**config.mk**
```make
export PLATFORM = sky130hd
export DESIGN_NAME = serial_subtractor
export DESIGN_NICKNAME = d
export VERILOG_FILES = /design/src/rtl/serial_sub_pkg.sv /design/src/rtl/full_subtractor.sv /design/src/rtl/serial_subtractor.sv
export SDC_FILE = /design/constraint.sdc
export NUM_CORES = 1
export LEC_CHECK = 0
export CORE_AREA = 2 2 46 48
export DETAILED_ROUTE_END_ITERATION = 10
export DIE_AREA = 0 0 48 50
export DONT_BUFFER_PORTS = 1
export GPL_TIMING_DRIVEN = 0
export PLACE_DENSITY = 0.78
export SLEW_MARGIN = 20
export SYNTH_ARGS = -nofsm -noshare
export SYNTH_HDL_FRONTEND = slang
export SYNTH_SLANG_ARGS = --single-unit
```
**constraint.sdc**
```tcl
create_clock -name clk -period 1.43 [get_ports clk]
set_input_delay 0.143 -clock clk [delete_from_list [all_inputs] [get_ports clk]]
set_output_delay 0.143 -clock clk [all_outputs]
set_load 0.1 [all_outputs]
```
**src/rtl/serial_sub_pkg.sv**
```systemverilog
// Shared types and constants for the bit-serial subtractor.
package serial_sub_pkg;

  localparam int unsigned DEFAULT_WIDTH = 4;

  typedef enum logic [1:0] {
    IDLE  = 2'd0,
    SHIFT = 2'd1,
    DONE  = 2'd2
  } state_e;

endpackage

```
**src/rtl/full_subtractor.sv**
```systemverilog
// One-bit full subtractor: difference and borrow for a single bit position.
module full_subtractor (
  input  logic a,
  input  logic b,
  input  logic bin,
  output logic d,
  output logic bout
);

  assign d    = a ^ b ^ bin;
  assign bout = (~a & b) | (~(a ^ b) & bin);

endmodule

```
**src/rtl/serial_subtractor.sv**
```systemverilog
// Bit-serial subtractor: one bit per clock, LSB first, using a single full_subtractor.
// Define SERIAL_SUB_OVF_EN to add the registered signed-overflow output V.
module serial_subtractor
  import serial_sub_pkg::*;
#(
  parameter int unsigned WIDTH = DEFAULT_WIDTH
) (
  input  logic             clk,
  input  logic             rst,
  input  logic             start,
  input  logic [WIDTH-1:0] A,
  input  logic [WIDTH-1:0] B,
  input  logic             Bi,
  input  logic             sa,
  input  logic             sb,
  output logic [WIDTH-1:0] D,
  output logic             Bo,
`ifdef SERIAL_SUB_OVF_EN
  output logic             V,
`endif
  output logic             busy,
  output logic             done
);

  localparam int unsigned CNT_W = $clog2(WIDTH);

  state_e             state_q, state_d;
  logic [CNT_W-1:0]   cnt_q, cnt_d;
  logic [WIDTH-1:0]   aa_q, aa_d;
  logic [WIDTH-1:0]   bb_q, bb_d;
  logic [WIDTH-1:0]   res_q, res_d;
  logic               br_q, br_d;
  logic [WIDTH-1:0]   diff_q, diff_d;
  logic               bo_q, bo_d;
  logic               busy_q, busy_d;
  logic               done_q, done_d;
`ifdef SERIAL_SUB_OVF_EN
  logic               v_q, v_d;
`endif

  logic fs_d;
  logic fs_bout;
  logic last_bit;

  // The operand registers shift right, so bit 0 is always the bit in flight.
  full_subtractor u_fs (
    .a    (aa_q[0]),
    .b    (bb_q[0]),
    .bin  (br_q),
    .d    (fs_d),
    .bout (fs_bout)
  );

  assign last_bit = (cnt_q == CNT_W'(WIDTH - 1));

  always_comb begin
    state_d = state_q;
    cnt_d   = cnt_q;
    aa_d    = aa_q;
    bb_d    = bb_q;
    res_d   = res_q;
    br_d    = br_q;
    diff_d  = diff_q;
    bo_d    = bo_q;
`ifdef SERIAL_SUB_OVF_EN
    v_d     = v_q;
`endif

    unique case (state_q)
      IDLE: begin
        if (start) begin
          aa_d    = A & {WIDTH{sa}};
          bb_d    = B & {WIDTH{sb}};
          br_d    = Bi;
          cnt_d   = '0;
          state_d = SHIFT;
        end
      end
      SHIFT: begin
        aa_d  = aa_q >> 1;
        bb_d  = bb_q >> 1;
        br_d  = fs_bout;
        res_d = {fs_d, res_q[WIDTH-1:1]};
        cnt_d = cnt_q + CNT_W'(1);
        if (last_bit) begin
          diff_d  = {fs_d, res_q[WIDTH-1:1]};
          bo_d    = fs_bout;
`ifdef SERIAL_SUB_OVF_EN
          // On the final bit the operand bits in flight are the original MSBs.
          v_d     = (aa_q[0] ^ bb_q[0]) & (fs_d ^ aa_q[0]);
`endif
          state_d = DONE;
        end
      end
      DONE: begin
        state_d = IDLE;
      end
      default: begin
        state_d = IDLE;
      end
    endcase

    busy_d = (state_d == SHIFT);
    done_d = (state_d == DONE);
  end

  always_ff @(posedge clk or posedge rst) begin
    if (rst) begin
      state_q <= IDLE;
      cnt_q   <= '0;
      aa_q    <= '0;
      bb_q    <= '0;
      res_q   <= '0;
      br_q    <= 1'b0;
      diff_q  <= '0;
      bo_q    <= 1'b0;
      busy_q  <= 1'b0;
      done_q  <= 1'b0;
`ifdef SERIAL_SUB_OVF_EN
      v_q     <= 1'b0;
`endif
    end else begin
      state_q <= state_d;
      cnt_q   <= cnt_d;
      aa_q    <= aa_d;
      bb_q    <= bb_d;
      res_q   <= res_d;
      br_q    <= br_d;
      diff_q  <= diff_d;
      bo_q    <= bo_d;
      busy_q  <= busy_d;
      done_q  <= done_d;
`ifdef SERIAL_SUB_OVF_EN
      v_q     <= v_d;
`endif
    end
  end

  assign D    = diff_q;
  assign Bo   = bo_q;
  assign busy = busy_q;
  assign done = done_q;
`ifdef SERIAL_SUB_OVF_EN
  assign V    = v_q;
`endif

endmodule

```
==> out/results.txt <==
Yosys mapped the design onto 20 distinct sky130hd cell types. The final route contains 687 vias. The clock edge transition at the registers on the reported setup and hold paths is 0.13 ns. The worst setup path is of the reg2reg kind. The launching element type of the critical path is a register.

Setup repair after global routing left no endpoint under its margin. The core region is 0.00190 mm2. The highest achievable clock rate is 769 MHz, and the CTS H-tree depth is 1. The tools report the via count of the first global-routing pass as 733. The deepest clock path buffer count was 2. In this run the tightest slew margin relative to its limit is 44.5%. The average footprint of a synthesized cell came out at 11.1 um2. Synthesis handed over a netlist of 96 instances. In this run the most critical hold path is launched from Bi. The layout has 165 filler cells. The cell area reported after detailed placement is 0.00109 mm2. The worst path required time is 1.65 ns. Summing the sequential cell areas from Yosys gives 54.2% of the chip area. On the critical path, the stage with the largest delay is an instance of fa_1.

The detail-routed via count per cell is 5.37. The total detailed-routing wirelength is 1850 um. The logs give 0 for the number of remaining DRC errors and 19.2% for the global-route usage over all layers. The largest stage delay on the critical path is 0.51 ns. TritonCTS built the clock tree. The diode insertion count for antenna repair was 0. The half-perimeter wire length after detailed placement is 1350 um, and the number of violations reported at the end of detailed-routing iteration 0 is 3. Counting flops and latches in the post-synthesis netlist gives 23. Broken down by cell family, the worst path's largest delay share belongs to adder cells.

The setup-violating endpoint count in the final report was 0; the transition time at the pin with the least slew margin was 0.832 ns. Source of the critical timing path: bb_q[0]. TritonCTS created 3 clock buffers.

The standard-cell row count was 16. The wire length per cell after detailed routing is 14.4 um, and the number of endpoints with negative hold slack in the final report is 0. The net count after synthesis was 112. After routing, the total negative slack on setup checks comes to 0 ns.

For this run, global-route usage on met3 was measured as 3.66%. Horizontal die dimension: 48 um. The tools report the worst-skew pair later-pin latency as 0.32 ns. The path class of the tightest hold or removal check is in2reg.

The tightest hold path in the finished design has a slack of 0.106 ns. During placement, the flow inserted port buffers numbering 0. The mapped netlist covers 0.00106 mm2. The first-pass GRT wire length was 3270 um; the footprint of the multi-input gates was 440 um2. The layout cell share with drive strength beyond 1 is 20.8%, and the data arrival time of the critical path is 1.52 ns.

The buffer and inverter count on the worst path came out at 1. The tools report the number of antenna violations at the first check in global routing as 0. Traced cell by cell, the critical path runs through inv_1 -> fa_1 -> mux2_4. The max-slew violation count is 0. The final layout net count was 118. For this run, global-route usage on met2 was measured as 28.0%. Clock tree synthesis selected as its root buffer the cell clkbuf_4.

The pre-antenna-repair detailed-routing pass consisted of 4 iterations. The layer with the highest usage after global routing is met2. The met1 demand-to-capacity share in global routing is 27.4%, and the initial core utilization is 55.8%.

The top fanout value on the critical path came out at 2. Clock tree synthesis found a total of 23 sinks. The synthesis warning total is 0. Across the whole layout, storage elements account for 584 um2. Worst flop-to-flop path startpoint: bb_q[0].

At the end of routability-driven placement, the weighted congestion stood at 0.747. The final period utilization came out at 90.9%. The final non-filler cell area is 0.00114 mm2, and the die span in y is 50 um. The logs give 21 for the I/O pin count and 0.00801 ns for the final setup skew. The tools report the kind of end point of the critical path as a register. The post-CTS repair timing setup buffer count is 0. The minimum period implied by the final worst setup slack was 1.30 ns. The layout-stage area growth over the synthesis result was 7.55%; the maximum number of pins on one net before global-route repair was 24. The flow ran to the end, and the final reports show no timing, DRC or antenna violations. The die area is 0.00240 mm2. Max-cap violations in this run came to 0. Global routing finished with a remaining overflow of 0. In this run the remaining antenna-violating nets after routing total 0.
## cell families after synthesis
family,synth area share [%]
flops,54.2
buf+inv,4.24
mux,6.60
compound gates,12.0
fa+ha+maj,3.07
simple gates,19.8
## cell usage in the layout (no fill, tap or decap), types with 2 or more instances in the layout
master    Yosys  final
o21ai_0       9      9
nand2_1      20     20
and4b_1       8      8
mux2_4        4      4
dfrtp_2       0      7
nor2b_1       2      2
clkbuf_4      0      3
a21oi_1      10     10
buf_2         3      3
inv_1         6      6
dfrtp_1      23     16
## final cells by class
cell class	count	area share, %
inverter	6	1.97
tap	27	2.96
clock buffer	3	1.97
buffer	4	1.97
timing repair buffer	1	0.877
multi-input combinational	63	38.6
sequential	23	51.2
clock inverter	1	0.439
## worst paths after layout
check	end	slack, ns	depth (start not counted)
max in group asynchronous	Bo	0.44	2
worst max-delay path	D[3]	0.13	3
min in group asynchronous	D[3]	0.42	2
worst max register to register	D[3]	0.13	3
worst min-delay path	br_q	0.11	3
worst min register to register	bb_q[0]	0.49	2
## flip-flops by register name (all words and copies together) (netlist names)
signal	cells
Bo	1
D	4
aa_q	4
bb_q	4
br_q	1
busy	1
cnt_q	2
done	1
res_q	3
state_q	2
## cell usage after synthesis
master | instances | area (um2)
dfrtp_1 | 23 | 576
nand2_1 | 20 | 75.1
a21oi_1 | 10 | 50.1
o21ai_0 | 9 | 45.0
and4b_1 | 8 | 80.1
inv_1 | 6 | 22.5
mux2_4 | 4 | 60.1
buf_2 | 3 | 15.0
nor2b_1 | 2 | 12.5
a22o_1 | 1 | 8.76
and2b_1 | 1 | 7.51
buf_4 | 1 | 7.51
fa_1 | 1 | 20.0
ha_1 | 1 | 12.5
mux2i_1 | 1 | 10.0
nand2b_1 | 1 | 6.26
nand3b_4 | 1 | 20.0
o21ai_1 | 1 | 5.00
o21bai_4 | 1 | 18.8
or3b_1 | 1 | 8.76
## through the flow
step           utilization (%)  setup slack, ns  instances
3_5_place_dp              57.6            0.121        123
4_1_cts                   59.6         0.000340        128
5_1_grt                   60.0           0.0879        128
3_3_place_gp              57.6            0.126        123
2_1_floorplan                -            0.181         96
6_report                  60.0            0.130        128
## timing repair
item                                    CTS  global route
endpoints found under the hold margin    23             0
resized for setup                         1             6
endpoints found under the setup margin    1             6
hold buffers                              1             0
gates cloned                              0             0
## worst min-delay path, delay by kind of cell
kind	cells	cell delay (ns)
AO/OA/AOI/OAI	2	0.17
AND/OR/NAND/NOR	1	0.08
## layer usage
layer	wire, um	vias up
met2	888	13
met1	857	331
met4	29	0
met3	71	4
met5	0	-
li1	-	339
Power is left out: the tool's default activity adds up to more than one toggle a clock period on the data nets, which glitch-free logic cannot reach.
